$ cat config.mk
export PLATFORM = sky130hd
export DESIGN_NAME = sram_mem_stage
export DESIGN_NICKNAME = d
export VERILOG_FILES = /design/src/rtl/sram_mem_stage.sv
export SDC_FILE = /design/constraint.sdc
export NUM_CORES = 1
export LEC_CHECK = 0
export CAP_MARGIN = 25
export CORE_MARGIN = 4
export CORE_UTILIZATION = 38
export DETAILED_ROUTE_END_ITERATION = 10
export PLACE_DENSITY = 0.8
export REMOVE_ABC_BUFFERS = 1
export SYNTH_ARGS = -nofsm -noshare
export SYNTH_HDL_FRONTEND = slang
export SYNTH_SLANG_ARGS = --single-unit
export TNS_END_PERCENT = 30
$ cat constraint.sdc
create_clock -name clk -period 2.3 [get_ports clk]
set_input_delay 0.46 -clock clk [delete_from_list [all_inputs] [get_ports clk]]
set_output_delay 0.46 -clock clk [all_outputs]
set_load 0.02 [all_outputs]
$ cat src/rtl/sram_mem_stage.sv
`default_nettype none
// +----------------------------------------------------------------------------+
// | Module   : sram_mem_stage                                                  |
// | Purpose  : Pipeline memory stage; 32-bit loads/stores split into two       |
// |            16-bit SRAM phases with wait states, stalling upstream.         |
// |            Optional access counters via SRAM_MEM_STAGE_STATS_EN.           |
// | Revision : 1.0                                                             |
// +----------------------------------------------------------------------------+
module sram_mem_stage #(
    parameter int          WAIT_CYCLES = 1,
    parameter int unsigned DATA_BASE   = 1024
) (
    input  logic        clk,
    input  logic        rst,
    input  logic        WB_Enable_in,
    input  logic        mem_read_in,
    input  logic        mem_write_in,
    input  logic [3:0]  RD_in,
    input  logic [31:0] ALU_result_in,
    input  logic [31:0] Val_Rm_in,
    output logic        WB_Enable,
    output logic        mem_read,
    output logic [3:0]  RD,
    output logic [31:0] ALU_result,
    output logic [31:0] mem_data,
    output logic        freeze,
    output logic [17:0] SRAM_ADDR,
    output logic [15:0] SRAM_DQ_out,
    input  logic [15:0] SRAM_DQ_in,
    output logic        SRAM_DQ_oe,
    output logic        SRAM_WE_N
`ifdef SRAM_MEM_STAGE_STATS_EN
    ,
    output logic [15:0] rd_count,
    output logic [15:0] wr_count
`endif
);

    localparam logic [2:0] c_wait = 3'(WAIT_CYCLES);

    typedef enum logic [1:0] {
        S_IDLE = 2'd0,
        S_LO   = 2'd1,
        S_HI   = 2'd2,
        S_DONE = 2'd3
    } state_t;

    state_t      r_state;
    logic [2:0]  r_cnt;
    logic        w_req;
    logic        w_is_wr;
    logic        w_is_rd;
    logic        w_terminal;
    logic        w_we_n_cont;
    logic [31:0] w_off;
    logic        w_unused_off;

    assign w_req        = mem_read_in | mem_write_in;
    assign w_is_wr      = mem_write_in;
    assign w_is_rd      = mem_read_in & ~mem_write_in;
    assign w_off        = ALU_result_in - DATA_BASE;
    assign w_unused_off = ^{w_off[31:19], w_off[1:0]};
    assign w_terminal   = (r_cnt == c_wait);
    // Strobe stays low until the phase's last cycle so the rising edge sees stable addr/data.
    assign w_we_n_cont  = ~(w_is_wr && ((r_cnt + 3'd1) < c_wait));

    assign freeze     = w_req & (r_state != S_DONE);
    assign WB_Enable  = WB_Enable_in & ~freeze;
    assign mem_read   = mem_read_in;
    assign RD         = RD_in;
    assign ALU_result = ALU_result_in;

    always_ff @(posedge clk) begin
        if (rst) begin
            r_state     <= S_IDLE;
            r_cnt       <= 3'd0;
            mem_data    <= 32'd0;
            SRAM_WE_N   <= 1'b1;
            SRAM_DQ_oe  <= 1'b0;
            SRAM_DQ_out <= 16'd0;
            SRAM_ADDR   <= 18'd0;
`ifdef SRAM_MEM_STAGE_STATS_EN
            rd_count    <= 16'd0;
            wr_count    <= 16'd0;
`endif
        end else begin
            case (r_state)
                S_IDLE: begin
                    if (w_req) begin
                        r_state     <= S_LO;
                        r_cnt       <= 3'd0;
                        SRAM_ADDR   <= {w_off[18:2], 1'b0};
                        SRAM_DQ_out <= Val_Rm_in[15:0];
                        SRAM_WE_N   <= ~w_is_wr;
                        SRAM_DQ_oe  <= w_is_wr;
                    end
                end
                S_LO: begin
                    if (w_terminal) begin
                        r_state     <= S_HI;
                        r_cnt       <= 3'd0;
                        if (w_is_rd) mem_data[15:0] <= SRAM_DQ_in;
                        SRAM_ADDR   <= {w_off[18:2], 1'b1};
                        SRAM_DQ_out <= Val_Rm_in[31:16];
                        SRAM_WE_N   <= ~w_is_wr;
                        SRAM_DQ_oe  <= w_is_wr;
                    end else begin
                        r_cnt     <= r_cnt + 3'd1;
                        SRAM_WE_N <= w_we_n_cont;
                    end
                end
                S_HI: begin
                    if (w_terminal) begin
                        r_state    <= S_DONE;
                        r_cnt      <= 3'd0;
                        if (w_is_rd) mem_data[31:16] <= SRAM_DQ_in;
                        SRAM_WE_N  <= 1'b1;
                        SRAM_DQ_oe <= 1'b0;
`ifdef SRAM_MEM_STAGE_STATS_EN
                        if (w_is_rd) rd_count <= rd_count + 16'd1;
                        if (w_is_wr) wr_count <= wr_count + 16'd1;
`endif
                    end else begin
                        r_cnt     <= r_cnt + 3'd1;
                        SRAM_WE_N <= w_we_n_cont;
                    end
                end
                S_DONE: begin
                    r_state <= S_IDLE;
                end
                default: begin
                    r_state <= S_IDLE;
                end
            endcase
        end
    end

endmodule
`default_nettype wire

-- Yosys cells after proc, flatten, opt, wreduce, memory -nomap -nowiden
Index checks and enable logic that the tools add are counted.
- add/subtract/negate cells: 2
- magnitude comparators: 1
- eq/ne operators: 8
- mux-type cells: 21
- bitwise logic cells: 7
- reduce and logical (&&, ||, !) cells: 13
- operator list (kind ; number):
    $mux W18 ; 2
    $pmux W18 S2 ; 1
    $mux W16 ; 2
    $pmux W16 S2 ; 1
    $sub A19 B11 Y19 const B ; 1
    $reduce_and A3 Y1 ; 4
    $ne A2 B2 Y1 const B ; 4
    $pmux W2 S4 ; 1
    $mux W1 ; 6
    $mux W2 ; 3
    $mux W3 ; 2
    $pmux W1 S3 ; 2
    $pmux W3 S2 ; 1
    $eq A2 B2 Y1 const B ; 2
    $reduce_and A2 Y1 ; 2
    $reduce_and A4 Y1 ; 1
    $reduce_bool A2 Y1 ; 2
    $add A3 B1 Y3 const B ; 1
    $and A1 B1 Y1 ; 3
    $eq A3 B1 Y1 const B ; 1
    $lt A3 B1 Y1 const B ; 1
    $not A1 Y1 ; 3
    $reduce_bool A3 Y1 ; 1
    $eq A2 B1 Y1 const B ; 1
    4 further kinds ; 4
- bits in registers: 73
- input port bits: 89
- output and inout bits: 107
- word-level logic and storage cells: 60

-- Longest topological paths before layout
Gate-level depths: netlist of the first run.
- depth in word-level cells: 6
- depth in mapped cells: 8
- depth with buffers taken out: 6

-- Worst setup path before layout of the first run
OpenSTA, ideal clock, no wires.
- path kind: register -> register
- from: reg r_state[1]
- to: reg SRAM_DQ_oe
- data arrival time: 1637 ps
- slack: 535 ps
- stages on the path, launching flop included: 8
- buffers on the path: 1
- clock period less this slack: 1765 ps
- cell sequence: dfxtp_1 > inv_1 > ha_1 > buf_2 > or2_2 > a211oi_1 > mux2i_1 > nor2_1
- longest elaborated chain between the ends: 3
- ends and longest elaborated chain (element ; RTL line ; RTL):
    start: declaration ; 48 ; state_t r_state;
    start signal: assignment ; 75 ; r_state <= S_IDLE;
    start signal: assignment ; 90 ; r_state <= S_LO;
    start signal: assignment ; 100 ; r_state <= S_HI;
    $eq A2 B2 Y1 (tied with other cells) ; 87 ; case (r_state)
    $ne A2 B2 Y1 (no line) / $reduce_bool A3 Y1 (equally long branches) ; n/a ;
    $reduce_and A4 Y1 (no line) ; n/a ;
    end signal: assignment ; 95 ; SRAM_DQ_oe <= w_is_wr;
    end signal: assignment ; 106 ; SRAM_DQ_oe <= w_is_wr;
    end: declaration ; 30 ; output logic SRAM_DQ_oe,
Parallel ways exist; a longest one is shown, timed or not.
A chain may end at the register's enable or synchronous reset.

-- Final worst setup path of the first run
- from: in mem_write_in
- to: out WB_Enable
- longest elaborated chain between the ends: 4
- ends and longest elaborated chain (element ; RTL line ; RTL):
    start: declaration ; 17 ; input logic mem_write_in,
    $or A1 B1 Y1 ; 58 ; assign w_req = mem_read_in | mem_write_in;
    $and A1 B1 Y1 ; 67 ; assign freeze = w_req & (r_state != S_DONE);
    $not A1 Y1 ; 68 ; assign WB_Enable = WB_Enable_in & ~freeze;
    $and A1 B1 Y1 ; 68 ;
    end: declaration ; 21 ; output logic WB_Enable,
Every way passes these cells.

==> results.yml, run 1 <==
run_status:
  status: "completed"
clock_tree:
  hold_buffers: 0
  root_buffer: "clkbuf_8"
  htree_num_levels: 3
  path_clk_slew_ns: 0.08
  cts.path.max_buffers: 2
  cts_tree: "yes"
  post_cts_buffers: 0
  insertion_delay_ns: 0.33
  clkSinkCount: 73
  cts_buffers: 9
  cts_resized: 0
drt:
  routedWlPerCell_microns: 15.3
  num_vias: 3212
  drtIter0Drc: 69
  postRouteAntennaNets: 0
  drc: 0
  drt-total-wl_microns: 9560
  first_pass_iters: 5
  via_per_inst: 5.14
synthesis:
  synth_area_per_cell_sq_um: 8.64
  yosysSeqAreaShare: 0.429
  synthSimpleGateAreaFrac: 0.190
  yosysUniqueCellTypes: 34
  synth_area_sq_mm: 0.00340
  synthXorXnorAreaFrac: 0.0154
  synthArstFlopShare: 0
  synth_top_family_by_area: "simple AND/OR/NAND/NOR gates"
  synthCells: 394
  yosysWarnings: 0
  synth_edf_count: 0
  synth_mux_area_frac: 0.0765
  synth-compound-area-share: 0.136
  ys_seq_elements: 73
  synth_adder_area_share: 0.0294
  synthFlopType: "dfxtp_1"
sta:
  rsz0062_at_grt: "no"
  fmax_mhz: 455
  hold_viol: 0
  finalMaxSlewViolations: 0
  finalSetupViolCount: 0
  worst_pin_slew_ns: 0.580
  period_share: 0.955
  fin_hold_ws_ns: 0.430
  layout_min_cycle_time_ns: 2.20
  clock_skew_ns: 0.0146
  maxSlewHeadroom: 0.613
cells_and_area:
  drive_gt1_frac: 0.0774
  antennaDiodeCount: 0
  synthToLayoutAreaGrowth_pct: 48.3
  fill_cells: 784
  num-nets-final: 610
floorplanning:
  row_count: 34
  initial_core_util: 0.390
  core_sq_mm: 0.00872
  dieArea_sq_mm: 0.0105
  die_x_microns: 103
  io_pins: 196
  die_height_microns: 103
global_routing:
  grt_max_degree: 45
  grt_pass1_vias: 3235
  grt-ovfl-total: 0
  grt.total_usage: 0.181
  antenna_found_initial: 0
  grt_pass1_wl_microns: 15200
worst_setup_path:
  crit_path_end_kind: "output port"
  crit_type: "in2out"
  required_ns: 1.84
  critPathMaxFanout: 2
  cp_slowest_cell: "clkdlybuf4s50_1"
  cp-start-kind: "input port"
  cp.arrival_ns: 1.74
  worst-path-buf-inv: 2
  slowest_delay_ns: 0.60
  cp_cell_sequence: "clkdlybuf4s50_1, nor2_1, nor2_1, nor2b_1, clkdlybuf4s50_1"
  critPathTopFamily: "buffers and inverters"
power_and_ir_drop:
  finalPower_mw: 5.56
  ir_worst_vdd_mv: 0.589
  power.leakage_nw: 1.82
  powerDensity_mw_per_mm2: 1100
placed_design:
  gp_congestion: 0.867
  dp_hpwl_microns: 7310
  portBuffers: 157
job:
  cap_violations: 0
min_path:
  worstHoldPathType: "in2reg"
-- stage by stage --
stage | utilization | area [sq um] | setup slack, ns | instances | TNS [ns]
detailed placement | 0.556 | 4850 | 0.0914 | 610 | 0
finish | 0.579 | 5050 | 0.104 | 625 | 0
global placement | 0.556 | 4850 | 0.0896 | 610 | 0
global route | 0.579 | 5050 | 0.0270 | 625 | 0
floorplan | - | 3010 | -2.07 | 331 | -122.69
CTS | 0.579 | 5050 | 0.0923 | 625 | 0
-- synthesized netlist by cell type, drive strengths merged (2+ instances only) --
cell	n	area, sq um
dfxtp	73	1460
buf	52	354
nor2	43	161
a21oi	40	200
nand2	40	150
nand3	34	170
a211oi	26	210
mux2i	26	260
clkbuf	11	41.3
ha	8	100
inv	6	22.5
o21ai	6	30.0
nor2b	4	25.0
xnor2	4	35.0
nor3	3	15.0
nand2b	2	15.0
nor3b	2	26.3
or3	2	12.5
xor2	2	17.5
-- where the power goes --
group	total [mW]	switching [mW]	internal [mW]
sequential	1.75	0.176	1.58
combinational	2.82	1.53	1.29
clock	0.986	0.459	0.527
-- metal layers --
layer	global-route usage	vias up	part of all wire
met1	0.210	1493	0.40
met4	0.0585	0	0.0076
met3	0.0947	6	0.12
li1	-	1552	-
met5	0	-	0
met2	0.290	161	0.47
-- cell families (layout without fill, tap and decap cells) --
logic type,after synthesis,in the layout
AOI/OAI and AO/OA,75,75
xor gates and xnor gates,6,6
adders and majority gates,8,8
buffers and inverters,69,192
DFF,73,73
muxes,26,26
and+or+nand+nor,137,137
-- worst paths after layout --
check | end | depth (start not counted) | start | slack, ns
worst max-delay path | WB_Enable | 5 | mem_write_in | 0.10
worst max register to register | SRAM_ADDR[7] | 7 | r_state[0] | 0.35
worst min register to register | mem_data[1] | 2 | mem_data[1] | 0.46
worst min-delay path | SRAM_WE_N | 3 | rst | 0.43
-- flip-flops by register name (all words and copies together) (netlist names) --
signal,flops
SRAM_DQ_out,16
SRAM_WE_N,1
r_state,2
SRAM_DQ_oe,1
r_cnt,3
mem_data,32
SRAM_ADDR,18
-- layout by cell type (no fill, tap or decap), types with 2 or more instances in the layout --
cell type,netlist,routed
nand3_1,34,34
nor2_1,43,43
nor2b_1,4,4
mux2i_1,26,26
xor2_1,2,2
clkdlybuf4s50_1,0,156
xnor2_1,4,4
o21ai_0,6,6
a21oi_1,40,40
nor3_1,3,3
or3_1,2,2
a211oi_1,23,23
clkinvlp_4,0,2
buf_4,38,13
clkbuf_8,0,10
nand2_1,40,40
ha_1,8,7
inv_1,6,6
a211oi_2,3,2
dfxtp_1,73,73
-- cell type report --
type,instances,area (sq um),share of cell area
clock buffers,11,141,0.0280
clock inverters,4,53.8,0.0107
inverters,6,22.5,0.00446
multi-input cells,252,1550,0.307
flip-flops and latches,73,1460,0.290
well taps,108,135,0.0268
repair buffers,171,1680,0.334
-- worst register-to-register path: cells and delay by family, from the launching register on --
family                     cells  cell delay (ns)
and+or+nand+nor                2             0.27
buffers and inverters          2             0.34
AOI/OAI and AO/OA              1             0.30
muxes                          1             0.25
adders and majority gates      1             0.27
DFF                            1             0.41
(Power assumes the default switching activity.)
==> inputs of run 2 (changes only) <==
ABC_AREA = 1   (was default)
CORE_UTILIZATION = 40   (was 38)
HOLD_SLACK_MARGIN = 0.06   (was default)
PLACE_DENSITY = 0.81   (was 0.8)
==> results.yml, run 2 <==
clock_tree:
  cts_tree: "yes"
  root_buffer: "clkbuf_8"
  clkSinkCount: 73
  cts.path.max_buffers: 2
  cts_buffers: 9
  cts_resized: 0
  hold_buffers: 0
  htree_num_levels: 3
  path_clk_slew_ns: 0.07
  post_cts_buffers: 0
  insertion_delay_ns: 0.33
cells_and_area:
  seqCellArea_sq_mm: 0.00146
  multiInputGateArea_sq_mm: 0.00162
  largest_register_ffs: 32
  final_cell_mix: "nand2_1 (155), clkdlybuf4s50_1 (155), nor2_1 (145)"
  regMostFlops: "mem_data"
  num-nets-final: 789
  fill_cells: 817
  top_regs: "mem_data: 32 flops, SRAM_ADDR: 18 flops, SRAM_DQ_out: 16 flops"
  drive_gt1_frac: 0.0502
  synthToLayoutAreaGrowth_pct: 43.8
  antennaDiodeCount: 0
drt:
  wl_met3_microns: 958
  drc: 0
  routedWlPerCell_microns: 12.8
  drt-met1-wl_microns: 4270
  drtIter0Drc: 146
  via_per_inst: 4.63
  top_layer: "met4"
  num_vias: 3738
  postRouteAntennaNets: 0
  first_pass_iters: 4
  met2WireLength_microns: 4850
  drt-total-wl_microns: 10300
floorplanning:
  core_sq_mm: 0.00915
  dieArea_sq_mm: 0.0110
  die_x_microns: 105
  initial_core_util: 0.409
  io_pins: 196
  row_count: 35
  die_height_microns: 105
sta:
  tns_ns: 0
  worst_pin_slew_ns: 0.560
  clock_skew_ns: 0.0105
  finalSetupViolCount: 0
  layout_min_cycle_time_ns: 2.13
  finalMaxSlewViolations: 0
  maxSlewHeadroom: 0.625
  hold_viol: 0
  fmax_mhz: 470
  fin_hold_ws_ns: 0.469
  rsz0062_at_grt: "no"
  period_share: 0.925
synthesis:
  yosysWarnings: 0
  yosysUniqueCellTypes: 23
  ys_seq_elements: 73
  yosysTopAreaCell: "dfxtp_1"
  synthCells: 574
  synth_top_area_frac: 0.391
  yosysMostFrequentCell: "nand2_1"
  yosysSeqAreaShare: 0.391
  synth_area_per_cell_sq_um: 6.52
  synthFlopType: "dfxtp_1"
  synth_area_leaders: "dfxtp_1 (39%), nand2_1 (16%), nor2_1 (15%)"
  synthArstFlopShare: 0
  synth_edf_count: 0
  ys_top_cells_by_count: "nand2_1 (155), nor2_1 (145), dfxtp_1 (73)"
  synth_area_sq_mm: 0.00374
worst_setup_path:
  worst-r2r-setup-slack_ns: 0.49
  critPathTopFamily: "buffers and inverters"
  critPathMaxFanout: 5
  worst_path_most_repeated_cell: "clkdlybuf4s50_1"
  slowest_delay_ns: 0.64
  crit_type: "in2out"
  required_ns: 1.84
  cp-start-kind: "input port"
  cp.arrival_ns: 1.67
  cp_cell_sequence: "clkdlybuf4s50_1, clkdlybuf4s50_1"
  r2r-start: "r_cnt[0]"
  crit_path_end_kind: "output port"
  cp_slowest_cell: "clkdlybuf4s50_1"
  rr_endpoint: "mem_data[15]"
  worst-path-buf-inv: 2
  reg2reg_depth: 8
placed_design:
  dp_hpwl_microns: 7780
  portBuffers: 157
  gp_congestion: 0.822
min_path:
  min_to: "SRAM_ADDR[0]"
  worstHoldPathCells: 2
  min_from: "SRAM_ADDR[0]"
  worstHoldPathType: "reg2reg"
power_and_ir_drop:
  ir_worst_vdd_mv: 0.532
  powerDensity_mw_per_mm2: 1090
  power.leakage_nw: 2.58
job:
  cap_violations: 0
global_routing:
  antenna_found_initial: 0
  grt-ovfl-total: 0
  grt_max_degree: 36
  grt.total_usage: 0.185
  grt_pass1_vias: 3675
  grt_pass1_wl_microns: 16800
run_status:
  status: "completed"
run 2: cell count changes after synthesis, moves of 23 or more:
cell and delta:
a21oi_1 -31, inv_1 +56, nor2_1 +102, a211oi_1 -23, mux2i_1 -26, nand2_1 +115
run 2: final cells by class:
| type | instances | share of cell area |
|---|---|---|
| Inverter | 63 | 0.0440 |
| Tap cell | 111 | 0.0258 |
| Timing Repair Buffer | 167 | 0.314 |
| Clock buffer | 11 | 0.0244 |
| Clock inverter | 5 | 0.0193 |
| Sequential cell | 73 | 0.272 |
| Multi-Input combinational cell | 378 | 0.301 |
run 2: worst max-delay path by stage:
stage | depth (start not counted) | slack, ns | start | endpoint
after floorplan | 7 | 0.44 | r_state[1] | SRAM_ADDR[15]
after global placement | 5 | 0.08 | mem_read_in | WB_Enable
after detailed placement | 5 | 0.02 | mem_read_in | WB_Enable
after CTS | 5 | 0.007 | mem_read_in | WB_Enable
after global routing | 2 | 0.13 | ALU_result_in[15] | ALU_result[15]
final | 2 | 0.17 | ALU_result_in[15] | ALU_result[15]
run 2: cell families after synthesis:
family | count (synthesis) | synth area share
adder cells (fa/ha/maj) | 8 | 0.0268
flip-flops | 73 | 0.391
XOR/XNOR | 3 | 0.00703
AO/OA/AOI/OAI | 42 | 0.0562
AND/OR/NAND/NOR | 325 | 0.342
buffers and inverters | 123 | 0.177
run 2: power breakdown:
group,switching (mW),internal (mW)
clock network,0.463,0.722
registers,0.181,1.60
logic,1.72,1.18
run 2: through the flow:
step           setup slack [ns]  utilization  std cells  instance area, sq um  total power [mW]
4_1_cts                 0.00710        0.587        808                  5370              5.93
5_1_grt                   0.133        0.588        808                  5380              6.31
3_3_place_gp             0.0779        0.561        792                  5140              4.65
2_1_floorplan             0.442            -        514                  3310              3.41
3_5_place_dp             0.0208        0.561        792                  5140              4.74
6_report                  0.172        0.588        808                  5380              5.87
run 2: metal layers:
layer,global-route usage,vias up
met4,0.0740,0
met5,0,-
met1,0.203,1645
met3,0.0716,22
met2,0.319,158
li1,-,1913
